<file path="src/rtl/wb_pkg.sv">
// Shared constants and beat layout for the writeback-select stage.
package wb_pkg;

  localparam int SRC_ALU = 0;
  localparam int SRC_MEM = 1;
  localparam int SRC_PC4 = 2;
  localparam int SRC_IMM = 3;

  localparam logic [1:0] LD_B = 2'd0;
  localparam logic [1:0] LD_H = 2'd1;
  localparam logic [1:0] LD_W = 2'd2;

  localparam int WB_DATA_W = 32;
  localparam int WB_RD_W   = 5;

  // Field order matches the payload packing used by wb_select_stage.
  typedef struct packed {
    logic [WB_DATA_W-1:0] data;
    logic [WB_RD_W-1:0]   rd;
    logic                 we;
    logic                 err;
  } wb_beat_t;

endpackage

</file>
<file path="src/rtl/wb_skid_buffer.sv">
// Generic 2-entry valid/ready skid buffer: an output register plus one skid
// entry. in_ready is driven purely from registered state.
module wb_skid_buffer #(
  parameter int WIDTH = 8
) (
  input  logic             clk,
  input  logic             rst_n,
  input  logic             in_valid,
  output logic             in_ready,
  input  logic [WIDTH-1:0] in_payload,
  output logic             out_valid,
  input  logic             out_ready,
  output logic [WIDTH-1:0] out_payload
);

  logic             outValid_q, outValid_d;
  logic             skidValid_q, skidValid_d;
  logic [WIDTH-1:0] outData_q, outData_d;
  logic [WIDTH-1:0] skidData_q, skidData_d;
  logic             accept;
  logic             outFree;

  assign accept  = in_valid & ~skidValid_q;
  assign outFree = ~outValid_q | out_ready;

  // The skid entry always drains before a new beat can reach the output,
  // which keeps beats in order.
  always_comb begin
    outValid_d  = outValid_q;
    outData_d   = outData_q;
    skidValid_d = skidValid_q;
    skidData_d  = skidData_q;
    if (outFree) begin
      if (skidValid_q) begin
        outValid_d  = 1'b1;
        outData_d   = skidData_q;
        skidValid_d = 1'b0;
      end else if (accept) begin
        outValid_d = 1'b1;
        outData_d  = in_payload;
      end else begin
        outValid_d = 1'b0;
      end
    end else if (accept) begin
      skidValid_d = 1'b1;
      skidData_d  = in_payload;
    end
  end

  always_ff @(posedge clk or negedge rst_n) begin
    if (!rst_n) begin
      outValid_q  <= 1'b0;
      outData_q   <= '0;
      skidValid_q <= 1'b0;
      skidData_q  <= '0;
    end else begin
      outValid_q  <= outValid_d;
      outData_q   <= outData_d;
      skidValid_q <= skidValid_d;
      skidData_q  <= skidData_d;
    end
  end

  assign in_ready    = ~skidValid_q;
  assign out_valid   = outValid_q;
  assign out_payload = outData_q;

endmodule

</file>
<file path="src/rtl/wb_select_stage.sv">
// Registered writeback-select stage: picks one result source, optionally
// aligns loads (macro WB_LOAD_ALIGN_EN), and buffers the beat in a skid buffer.
module wb_select_stage
  import wb_pkg::*;
#(
  parameter int DATA_W  = 32,
  parameter int NUM_SRC = 4,
  parameter int SEL_W   = 3,
  parameter int RD_W    = 5
) (
  input  logic                      clk,
  input  logic                      rst_n,
  input  logic                      in_valid,
  output logic                      in_ready,
  input  logic [SEL_W-1:0]          in_sel,
  input  logic [NUM_SRC*DATA_W-1:0] in_data,
  input  logic [RD_W-1:0]           in_rd,
  input  logic                      in_we,
  input  logic [1:0]                in_ld_size,
  input  logic                      in_ld_uns,
  input  logic [1:0]                in_byte_off,
  output logic                      out_valid,
  input  logic                      out_ready,
  output logic [DATA_W-1:0]         out_data,
  output logic [RD_W-1:0]           out_rd,
  output logic                      out_we,
  output logic                      out_err
);

  localparam int PAYLOAD_W = DATA_W + RD_W + 2;

  logic [DATA_W-1:0]    selData;
  logic [DATA_W-1:0]    alignData;
  logic                 selErr;
  logic                 alignErr;
  logic                 beatErr;
  logic [PAYLOAD_W-1:0] inPayload;
  logic [PAYLOAD_W-1:0] outPayload;

  // An index with no matching source leaves the data zero and flags the beat.
  always_comb begin
    selData = '0;
    selErr  = 1'b1;
    for (int k = 0; k < NUM_SRC; k++) begin
      if (in_sel == SEL_W'(k)) begin
        selData = in_data[k*DATA_W +: DATA_W];
        selErr  = 1'b0;
      end
    end
  end

`ifdef WB_LOAD_ALIGN_EN
  logic [DATA_W-1:0] memShift;

  assign memShift = selData >> {in_byte_off, 3'b000};

  // Word loads (and the reserved size 3) take the full shifted word.
  always_comb begin
    alignData = selData;
    alignErr  = 1'b0;
    if (in_sel == SEL_W'(SRC_MEM)) begin
      case (in_ld_size)
        LD_B: begin
          alignData = {{(DATA_W-8){memShift[7] & ~in_ld_uns}}, memShift[7:0]};
        end
        LD_H: begin
          alignData = {{(DATA_W-16){memShift[15] & ~in_ld_uns}}, memShift[15:0]};
          alignErr  = in_byte_off[0];
        end
        default: begin
          alignData = memShift;
          alignErr  = (in_byte_off != 2'd0);
        end
      endcase
    end
  end
`else
  logic unusedLoadCtrl;

  assign unusedLoadCtrl = ^{in_ld_size, in_ld_uns, in_byte_off};
  assign alignData      = selData;
  assign alignErr       = 1'b0;
`endif

  assign beatErr   = selErr | alignErr;
  assign inPayload = {alignData, in_rd, in_we & ~beatErr, beatErr};

  wb_skid_buffer #(
    .WIDTH(PAYLOAD_W)
  ) u_skid (
    .clk        (clk),
    .rst_n      (rst_n),
    .in_valid   (in_valid),
    .in_ready   (in_ready),
    .in_payload (inPayload),
    .out_valid  (out_valid),
    .out_ready  (out_ready),
    .out_payload(outPayload)
  );

  assign {out_data, out_rd, out_we, out_err} = outPayload;

endmodule
</file>
<file path="config.mk">
export PLATFORM = sky130hd
export DESIGN_NAME = wb_select_stage
export DESIGN_NICKNAME = d
export VERILOG_FILES = /design/src/rtl/wb_pkg.sv /design/src/rtl/wb_skid_buffer.sv /design/src/rtl/wb_select_stage.sv
export SDC_FILE = /design/constraint.sdc
export NUM_CORES = 1
export LEC_CHECK = 0
export BUFFER_PORTS_ARGS = -buffer_cell sky130_fd_sc_hd__buf_2
export CAP_MARGIN = 10
export CORE_MARGIN = 10
export CORE_UTILIZATION = 49
export DETAILED_ROUTE_END_ITERATION = 12
export GPL_ROUTABILITY_DRIVEN = 0
export PLACE_DENSITY_LB_ADDON = 0.25
export RECOVER_POWER = 50
export SYNTH_ARGS = -nofsm -noshare
export SYNTH_HDL_FRONTEND = slang
export SYNTH_HIERARCHICAL = 1
export SYNTH_SLANG_ARGS = --single-unit
</file>
<file path="constraint.sdc">
create_clock -name clk -period 1.55 [get_ports clk]
set_input_delay 0.31 -clock clk [delete_from_list [all_inputs] [get_ports clk]]
set_output_delay 0.31 -clock clk [all_outputs]
set_load 0.01 [all_outputs]
</file>
# Yosys cells after proc, flatten, opt, wreduce, memory -nomap -nowiden
# Index checks and enable logic that the tools add are counted.
[totals]
reg_bits = 80
inputBits = 146
output_inout_bits = 41
elab_cells = 33
[classes]
n_eq_ne = 3
n_mux = 14
bitwise = 7
reduce_logical = 5
[op_table]
columns = ["cell", "count"]
rows = [
  ["$mux 32", 4],
  ["$mux 39", 2],
  ["$mux 1", 8],
  ["$eq 3x2->1 const B", 2],
  ["$not 1->1", 4],
  ["$reduce_and 2->1", 2],
  ["$reduce_bool 2->1", 2],
  ["$eq 3x1->1 const B", 1],
  ["$logic_not 3->1", 1],
  ["$and 1x1->1", 2],
  ["$or 1x1->1", 1],
]

# Depth between registers and ports, before layout
# Gate-level depths: netlist (run 1).
[logic_depth]
word_depth = 9
ltp_mapped = 6
depth_no_buf = 4

# Hierarchy
# The synthesis (run 1) kept the hierarchy.
[modules_own_cells]
columns = ["module", "instances", "cells_each", "area_per_inst_um2", "seq_area_each_um2"]
rows = [
  ["wb_skid_buffer", 1, 217, 3522.1, 2001.9],
  ["wb_select_stage", 1, 114, 992.2, 0.0],
]

# Worst setup path before layout (run 1)
# No wires, ideal clock.
[synth_timing]
path_kind = "input-to-reg"
start = "input port in_sel[1]"
end = "register u_skid.outData_q[36], in the netlist u_skid/out_payload[36]"
setup_ns = 0.125
t_arrival_ns = 1.418
required_ns = 1.425
slack_ns = 0.008
stages = 6
path_buffers = 2
cell_sequence = "buf_6 -> buf_4 -> mux2i_1 -> o22ai_1 -> mux2_2 -> mux2_2"
[synth_via]
elab_chain_cells = 7
elab_cells_between_ends = 10
classes_between = "3 x eq/ne; 6 x mux; 1 x reduce/logical"
[synth_rtl]
columns = ["element", "line_no", "rtl"]
rows = [
  ["start, declared", "wb_select_stage.sv:15", "input logic [SEL_W-1:0] in_sel,"],
  ["$logic_not 3->1", "wb_select_stage.sv:45", "if (in_sel == SEL_W'(k)) begin"],
  ["$mux 32 (3 in series)", "wb_select_stage.sv:45", ""],
  ["$mux 32 (*)", "wb_select_stage.sv:45", ""],
  ["via alignData[29]", "wb_select_stage.sv:33", "logic [DATA_W-1:0] alignData;"],
  ["$mux 39 (*)", "wb_skid_buffer.sv:38", "end else if (accept) begin"],
  ["$mux 39 (*)", "wb_skid_buffer.sv:34", "if (skidValid_q) begin"],
  ["end signal, assigned", "wb_skid_buffer.sv:58", "outData_q <= outData_d;"],
  ["end, declared", "wb_skid_buffer.sv:18", "logic [WIDTH-1:0] outData_q, outData_d;"],
]
# Mark *: on every way through the listed nets, which the timed path passes. The rest lies on a longest branch. The select of a mux whose other input is x is not followed.
# A chain may end at the register's enable or synchronous reset.

# Worst setup path after layout (run 1)
[layout_timing]
start = "register u_skid.outValid_q, in the netlist u_skid/out_valid"
end = "register u_skid.outData_q[36], in the netlist u_skid/out_payload[36]"
[layout_via]
elab_chain_cells = 3
[layout_rtl]
columns = ["element", "line_no", "rtl"]
rows = [
  ["start, declared", "wb_skid_buffer.sv:16", "logic outValid_q, outValid_d;"],
  ["start signal, assigned", "wb_skid_buffer.sv:57", "outValid_q <= outValid_d;"],
  ["$not 1->1", "wb_skid_buffer.sv:24", "assign outFree = ~outValid_q | out_ready;"],
  ["$or 1x1->1", "wb_skid_buffer.sv:24", ""],
  ["$reduce_and 2->1 (no source line)", "-", ""],
]
# No other way between the ends.

==> results of run 1 <==
power by group through the flow:
stage                     sequential [mW]  combinational, mW  clock [mW]
after floorplan                      2.85              0.947           0
after CTS                            2.74               1.73        1.74
after global routing                 2.80               1.82        1.84
after global placement               2.75               1.66           0
final                                2.74               1.67        1.70
after detailed placement             2.78               1.71           0
routing by layer:
metal | track usage [%] | wire length [um] | up-vias
li1 | - | - | 1598
met1 | 17.9 | 4430 | 1606
met2 | 29.5 | 5730 | 103
met3 | 5.94 | 942 | 15
met4 | 5.34 | 159 | 0
met5 | 0 | 0 | -
stage by stage:
stage | total power, mW | setup slack, ps | util [%]
2_1_floorplan | 3.79 | 7.78 | -
3_3_place_gp | 4.41 | -103 | 62.7
3_5_place_dp | 4.49 | -156 | 62.7
4_1_cts | 6.21 | 40.7 | 65.5
5_1_grt | 6.46 | -8.22 | 65.3
6_report | 6.10 | 74.1 | 65.3
worst max-delay path, delay by kind of cell, from the launching register on:
| family | cells | cell delay, ps |
|---|---|---|
| buf+inv | 2 | 330 |
| simple gates | 2 | 260 |
| flops | 1 | 410 |
| mux | 1 | 360 |
what timing repair did:
| item | in CTS | in global routing |
|---|---|---|
| hold buffers | 1 | 0 |
| gates cloned | 0 | 0 |
| pin swaps | 0 | 0 |
| buffers inserted | 1 | 0 |
| endpoints found under the setup margin | 1 | 4 |
| endpoints found under the hold margin | 24 | 0 |
| gates resized for setup | 2 | 0 |
registers in the layout, summed over array words and instances (netlist names):
signal and cells:
u_skid/skidValid_q 1, u_skid/skidData_q 39, u_skid/out_valid 1, u_skid/out_payload 39
area by class of cell:
type,count,area (um^2)
inverter,1,3.75
sequential,80,2000
tap,108,135
timing repair buffer,202,1130
multi-input combinational,222,2280
clock buffer,11,141
fill,704,3070
clock inverter,5,80.1
worst paths after layout:
| kind | start | endpoint | slack, ps | cells after the start |
|---|---|---|---|---|
| max reg2reg | u_skid/out_valid | u_skid/out_payload[36] | 70 | 5 |
| max | u_skid/out_valid | u_skid/out_payload[36] | 70 | 5 |
| min | in_rd[0] | u_skid/skidData_q[2] | 210 | 2 |
| max in group asynchronous | rst_n | u_skid/skidValid_q | 340 | 3 |
| min reg2reg | u_skid/skidData_q[35] | u_skid/skidData_q[35] | 490 | 1 |
| min in group asynchronous | rst_n | u_skid/out_payload[33] | 620 | 3 |
cells in the final DEF, fill, tap and decap left out, types with 2 or more instances in the layout:
cell type   instances
buf_2             167
mux2_2             97
dfrtp_1            79
mux2i_1            64
o22ai_1            32
buf_4              14
clkbuf_1           13
clkbuf_8           10
mux2_4             10
mux2_1             10
buf_12              5
bufinv_16           2
clkinvlp_4          2
logic make-up (layout without fill, tap and decap cells):
family          after synthesis  count (layout)  synth area share, %
mux                         181             181                 44.2
buf+inv                      29             219                 5.24
compound gates               32              32                 4.43
simple gates                  9               9                 1.77
flops                        80              80                 44.3
==> flow_summary.json, run 1 <==
{
  "netSwitchingPower_mw": 1.68,
  "netlist_area_um2": 4510,
  "crit_chain": "nand2b_4, buf_4, nor2b_4, buf_12, mux2_2",
  "dpl_cell_area_um2": 5550,
  "die-area_um2": 13500,
  "path_max_fanout": 23,
  "cpPeakStageDelay_ps": 410,
  "pwr-share-seq_pct": 44.8,
  "slew_headroom_pct": 51.2,
  "yosysMostFrequentCell": "mux2_2",
  "final_hold_viol_count": 0,
  "dr.pass1.iters": 6,
  "final_nets": 662,
  "fin_hold_ws_ps": 208,
  "cts_tree": "built",
  "rows": 34,
  "cts-root-buf": "clkbuf_8",
  "numCtsBuffers": 9,
  "drv_cap": 0,
  "hpwl_um": 8780,
  "ant_nets": 0,
  "yosysUniqueCellTypes": 22,
  "p_int_mw": 4.42,
  "async_reset_ff_share_pct": 100,
  "status": "complete, no violations",
  "required_ps": 1780,
  "placed_cells": 611,
  "antenna_found_initial": 0,
  "cts.clk_slew.worst_paths_ps": 80,
  "die_h_um": 116,
  "io_pins": 187,
  "initial_core_util_pct": 51.0,
  "synth_edf_count": 0,
  "finalWirelength_um": 11300,
  "synth_top_area_cell": "dfrtp_1",
  "hold_class": "primary input to register",
  "grt_max_degree": 81,
  "p_clk_share_pct": 27.9,
  "synth_top_area_share_pct": 44.3,
  "fin_skew_ps": 14.9,
  "fin_area_um2": 5770,
  "wl_per_cell_um": 17.9,
  "h-tree-depth": 3,
  "fin_crit_ps": 1480,
  "synth.avg_cell_area_um2": 13.6,
  "clock.fmax_ghz": 0.678,
  "cp_slowest_cell": "dfrtp_1",
  "crit_type": "register to register",
  "rsz0062_at_grt": "yes",
  "start_kind": "register",
  "cp-end-kind": "register",
  "ys_top_cells_by_area": "dfrtp_1, mux2_2, mux2i_1",
  "worst_pin_slew_ps": 731,
  "drcViolationCount": 0,
  "power.leakage_nw": 2.98,
  "drt-initial-drc-count": 87,
  "grt_pass1_vias": 3706,
  "arrival_ps": 1700,
  "p_per_area_nw_per_um2": 1060,
  "yosys-top-cells-count": "mux2_2, dfrtp_1, mux2i_1",
  "syn-num-nets": 477,
  "ir_drop_uv": 603,
  "numPortBuffers": 181,
  "fp.coreArea_um2": 8850,
  "grt_use_total_pct": 16.5,
  "ys_warn_count": 6,
  "drive_above_1_share_pct": 60.7,
  "fin_crit_sh_pct": 95.2,
  "setup_viol_count_final": 0,
  "yosysSeqAreaShare_pct": 44.3,
  "clock_sinks": 80,
  "p_sw_share_pct": 27.6,
  "overflow": 0,
  "combPwrFrac_pct": 27.3,
  "vias": 3322,
  "tns_ps": 0,
  "viasPerCell": 5.28,
  "n_antenna_cell": 0,
  "synth-main-ff-cell": "dfrtp_1",
  "syn2layout_area_growth_pct": 27.9,
  "clockBufferDepth": 2,
  "grt_pass1_wl_um": 17900,
  "die_width_um": 116,
  "fin_cells": 629,
  "worst_skew_pair.late_latency_ps": 350,
  "syn_inst": 331,
  "synth_seq_cells": 80,
  "slew_viol_final": 0
}
Note: power is estimated with default switching activity, not from simulation.
==> inputs of run 2 (changes only) <==
--- a/config.mk
+++ b/config.mk
@@ -8,12 +8,12 @@
 export BUFFER_PORTS_ARGS = -buffer_cell sky130_fd_sc_hd__buf_2
 export CAP_MARGIN = 10
 export CORE_MARGIN = 10
-export CORE_UTILIZATION = 49
+export CORE_UTILIZATION = 50
 export DETAILED_ROUTE_END_ITERATION = 12
 export GPL_ROUTABILITY_DRIVEN = 0
 export PLACE_DENSITY_LB_ADDON = 0.25
 export RECOVER_POWER = 50
+export SLEW_MARGIN = 20
 export SYNTH_ARGS = -nofsm -noshare
 export SYNTH_HDL_FRONTEND = slang
-export SYNTH_HIERARCHICAL = 1
 export SYNTH_SLANG_ARGS = --single-unit
==> run 2 against run 1 <==
Against the previous run: sequential cell count unchanged; total power grew 2.6%; synthesized cell count up 38%; utilization hardly changed; clock-buffer cell count unchanged.
==> flow_summary.json, run 2 <==
{
  "drv_cap": 0,
  "ir_drop_uv": 523,
  "grt_pass1_vias": 4718,
  "wl_per_cell_um": 19.6,
  "numCtsBuffers": 9,
  "syn2layout_area_growth_pct": 28.3,
  "layout_commonest_cell": "buf_2",
  "synthAdderAreaFrac_pct": 0,
  "final_hold_viol_count": 0,
  "arrival_ps": 1740,
  "drt-initial-drc-count": 204,
  "yosys-top-cells-count": "dfrtp_1, nor2_1, o21ai_0",
  "drive_above_1_share_pct": 46.2,
  "final_cell_mix": "buf_2, dfrtp_1, nor2_1",
  "hold_class": "primary input to register",
  "dpl_cell_area_um2": 6050,
  "cp-end-kind": "register",
  "synth_xor_area_share_pct": 0,
  "vias": 4409,
  "grt_pass1_wl_um": 23700,
  "synth_edf_count": 0,
  "path_max_fanout": 6,
  "finalWirelength_um": 15100,
  "final_nets": 780,
  "fin_crit_ps": 1510,
  "worst_skew_pair.late_latency_ps": 350,
  "hpwl_um": 10900,
  "yosysMostFrequentCell": "dfrtp_1",
  "dr.pass1.iters": 4,
  "setup_viol_count_final": 0,
  "grt_use_total_pct": 20.1,
  "overflow": 0,
  "cts_tree": "built",
  "rows": 36,
  "placed_cells": 751,
  "yosys-mux-area-fraction_pct": 18.7,
  "synth_top_family_by_area": "compound AO/OA/AOI/OAI gates",
  "die_width_um": 119,
  "fin_cells": 773,
  "initial_core_util_pct": 50.9,
  "clockBufferDepth": 2,
  "status": "complete, no violations",
  "synth-simple-area-share_pct": 7.70,
  "maxUsedRoutingLayer": "met4",
  "io_pins": 187,
  "crit_type": "register to register",
  "dr_wl_met3_um": 1070,
  "yosysSeqAreaShare_pct": 40.6,
  "syn_inst": 457,
  "die-area_um2": 14200,
  "required_ps": 1780,
  "num-fill-cells": 837,
  "yosysUniqueCellTypes": 32,
  "slew_viol_final": 0,
  "synth-main-ff-cell": "dfrtp_1",
  "synth_top_area_cell": "dfrtp_1",
  "ant_nets": 0,
  "grt_max_degree": 42,
  "async_reset_ff_share_pct": 100,
  "synth.avg_cell_area_um2": 10.8,
  "netlist_area_um2": 4930,
  "slew_headroom_pct": 54.0,
  "power.leakage_nw": 2.87,
  "antenna_found_initial": 0,
  "fin_crit_sh_pct": 97.5,
  "ys_warn_count": 0,
  "start_kind": "register",
  "viasPerCell": 5.70,
  "synth_top_area_share_pct": 40.6,
  "syn-num-nets": 603,
  "p_per_area_nw_per_um2": 991,
  "dr_wl_met2_um": 7560,
  "numPortBuffers": 181,
  "worst_pin_slew_ps": 689,
  "drcViolationCount": 0,
  "cts-root-buf": "clkbuf_8",
  "fp.coreArea_um2": 9680,
  "wl_met1_um": 6340,
  "ys_top_cells_by_area": "dfrtp_1, mux2_4, mux2_2",
  "synth_seq_cells": 80,
  "die_h_um": 119,
  "clock_sinks": 80,
  "clock.fmax_ghz": 0.662,
  "fin_skew_ps": 11.2,
  "cts.clk_slew.worst_paths_ps": 90,
  "synth_compound_area_share_pct": 26.2,
  "h-tree-depth": 3,
  "fin_util_pct": 65.2,
  "fin_area_um2": 6320
}
[run 2: changes by cell type in the layout (fill, tap and decap cells not counted), sizes merged, moves of 26 or more]
cell	before	now
mux2i	64	20
a21oi	0	26
mux2	117	56
nor2	2	54
o22ai	32	0
o21ai	0	41
[run 2: power breakdown]
part           switching [mW]  leakage [nW]  total, mW  internal (mW)
Combinational           0.985          1.80       1.89          0.901
Clock                   0.774         0.101       1.60          0.827
Sequential              0.242         0.968       2.77           2.53
Total                    2.00          2.87       6.26           4.26
[run 2: layer usage]
layer  global-route usage, %  vias up
met3                    5.86       12
met4                    5.95        0
li1                        -     2079
met5                       0        -
met2                    33.7      156
met1                    24.5     2162
[run 2: path summary, 6_finish.rpt]
path | slack, ps | depth (start not counted) | start | end
max in group asynchronous | 200 | 3 | rst_n | u_skid.skidData_q[13]
min in group asynchronous | 550 | 2 | rst_n | u_skid.out_payload[31]
setup reg to reg | 40 | 4 | u_skid.skidValid_q | u_skid.skidData_q[0]
setup / recovery | 40 | 4 | u_skid.skidValid_q | u_skid.skidData_q[0]
hold / removal | 200 | 2 | in_rd[3] | u_skid.skidData_q[5]
hold reg to reg | 500 | 1 | u_skid.skidData_q[6] | u_skid.skidData_q[6]
[run 2: cells by family (layout without fill, tap and decap cells)]
kind of cell,count (synthesis),after routing
and+or+nand+nor,80,80
buffers and inverters,51,233
AOI/OAI and AO/OA,170,170
other,0,1
DFF,80,80
muxes,76,76
[run 2: repair_timing]
item,CTS,global route
endpoints found under the setup margin,0,28
gates resized for setup,0,2
hold buffers,1,0
buffers inserted,0,1
hold endpoints to repair,21,0
[run 2: metrics by stage]
stage                     setup TNS, ps  total power, mW  setup WS, ps  hold WS, ps
after floorplan                       0             3.91          65.9         14.4
after global placement             -361             4.60         -75.4          241
after detailed placement          -1370             4.70          -187          249
after CTS                             0             6.29          37.7          188
after global routing              -36.0             6.63         -14.1          183
final                                 0             6.26          39.2          202
[run 2: critical path, cell delays in order, from the launching register on]
cell and delay [ps]:
dfrtp_2 450, nor4bb_4 310, buf_6 180, buf_12 120
mux2_2 320
[run 2: area by class of cell]
cell class              instances  area [um^2]  share of cell area (%)
repair buffers                215         1310                    20.8
clock buffers                  11          151                    2.40
well taps                     133          166                    2.63
inverters                       2         7.51                   0.119
flip-flops and latches         80         2000                    31.7
diodes                          1         2.50                  0.0396
multi-input cells             326         2620                    41.5
clock inverters                 5         55.1                   0.871
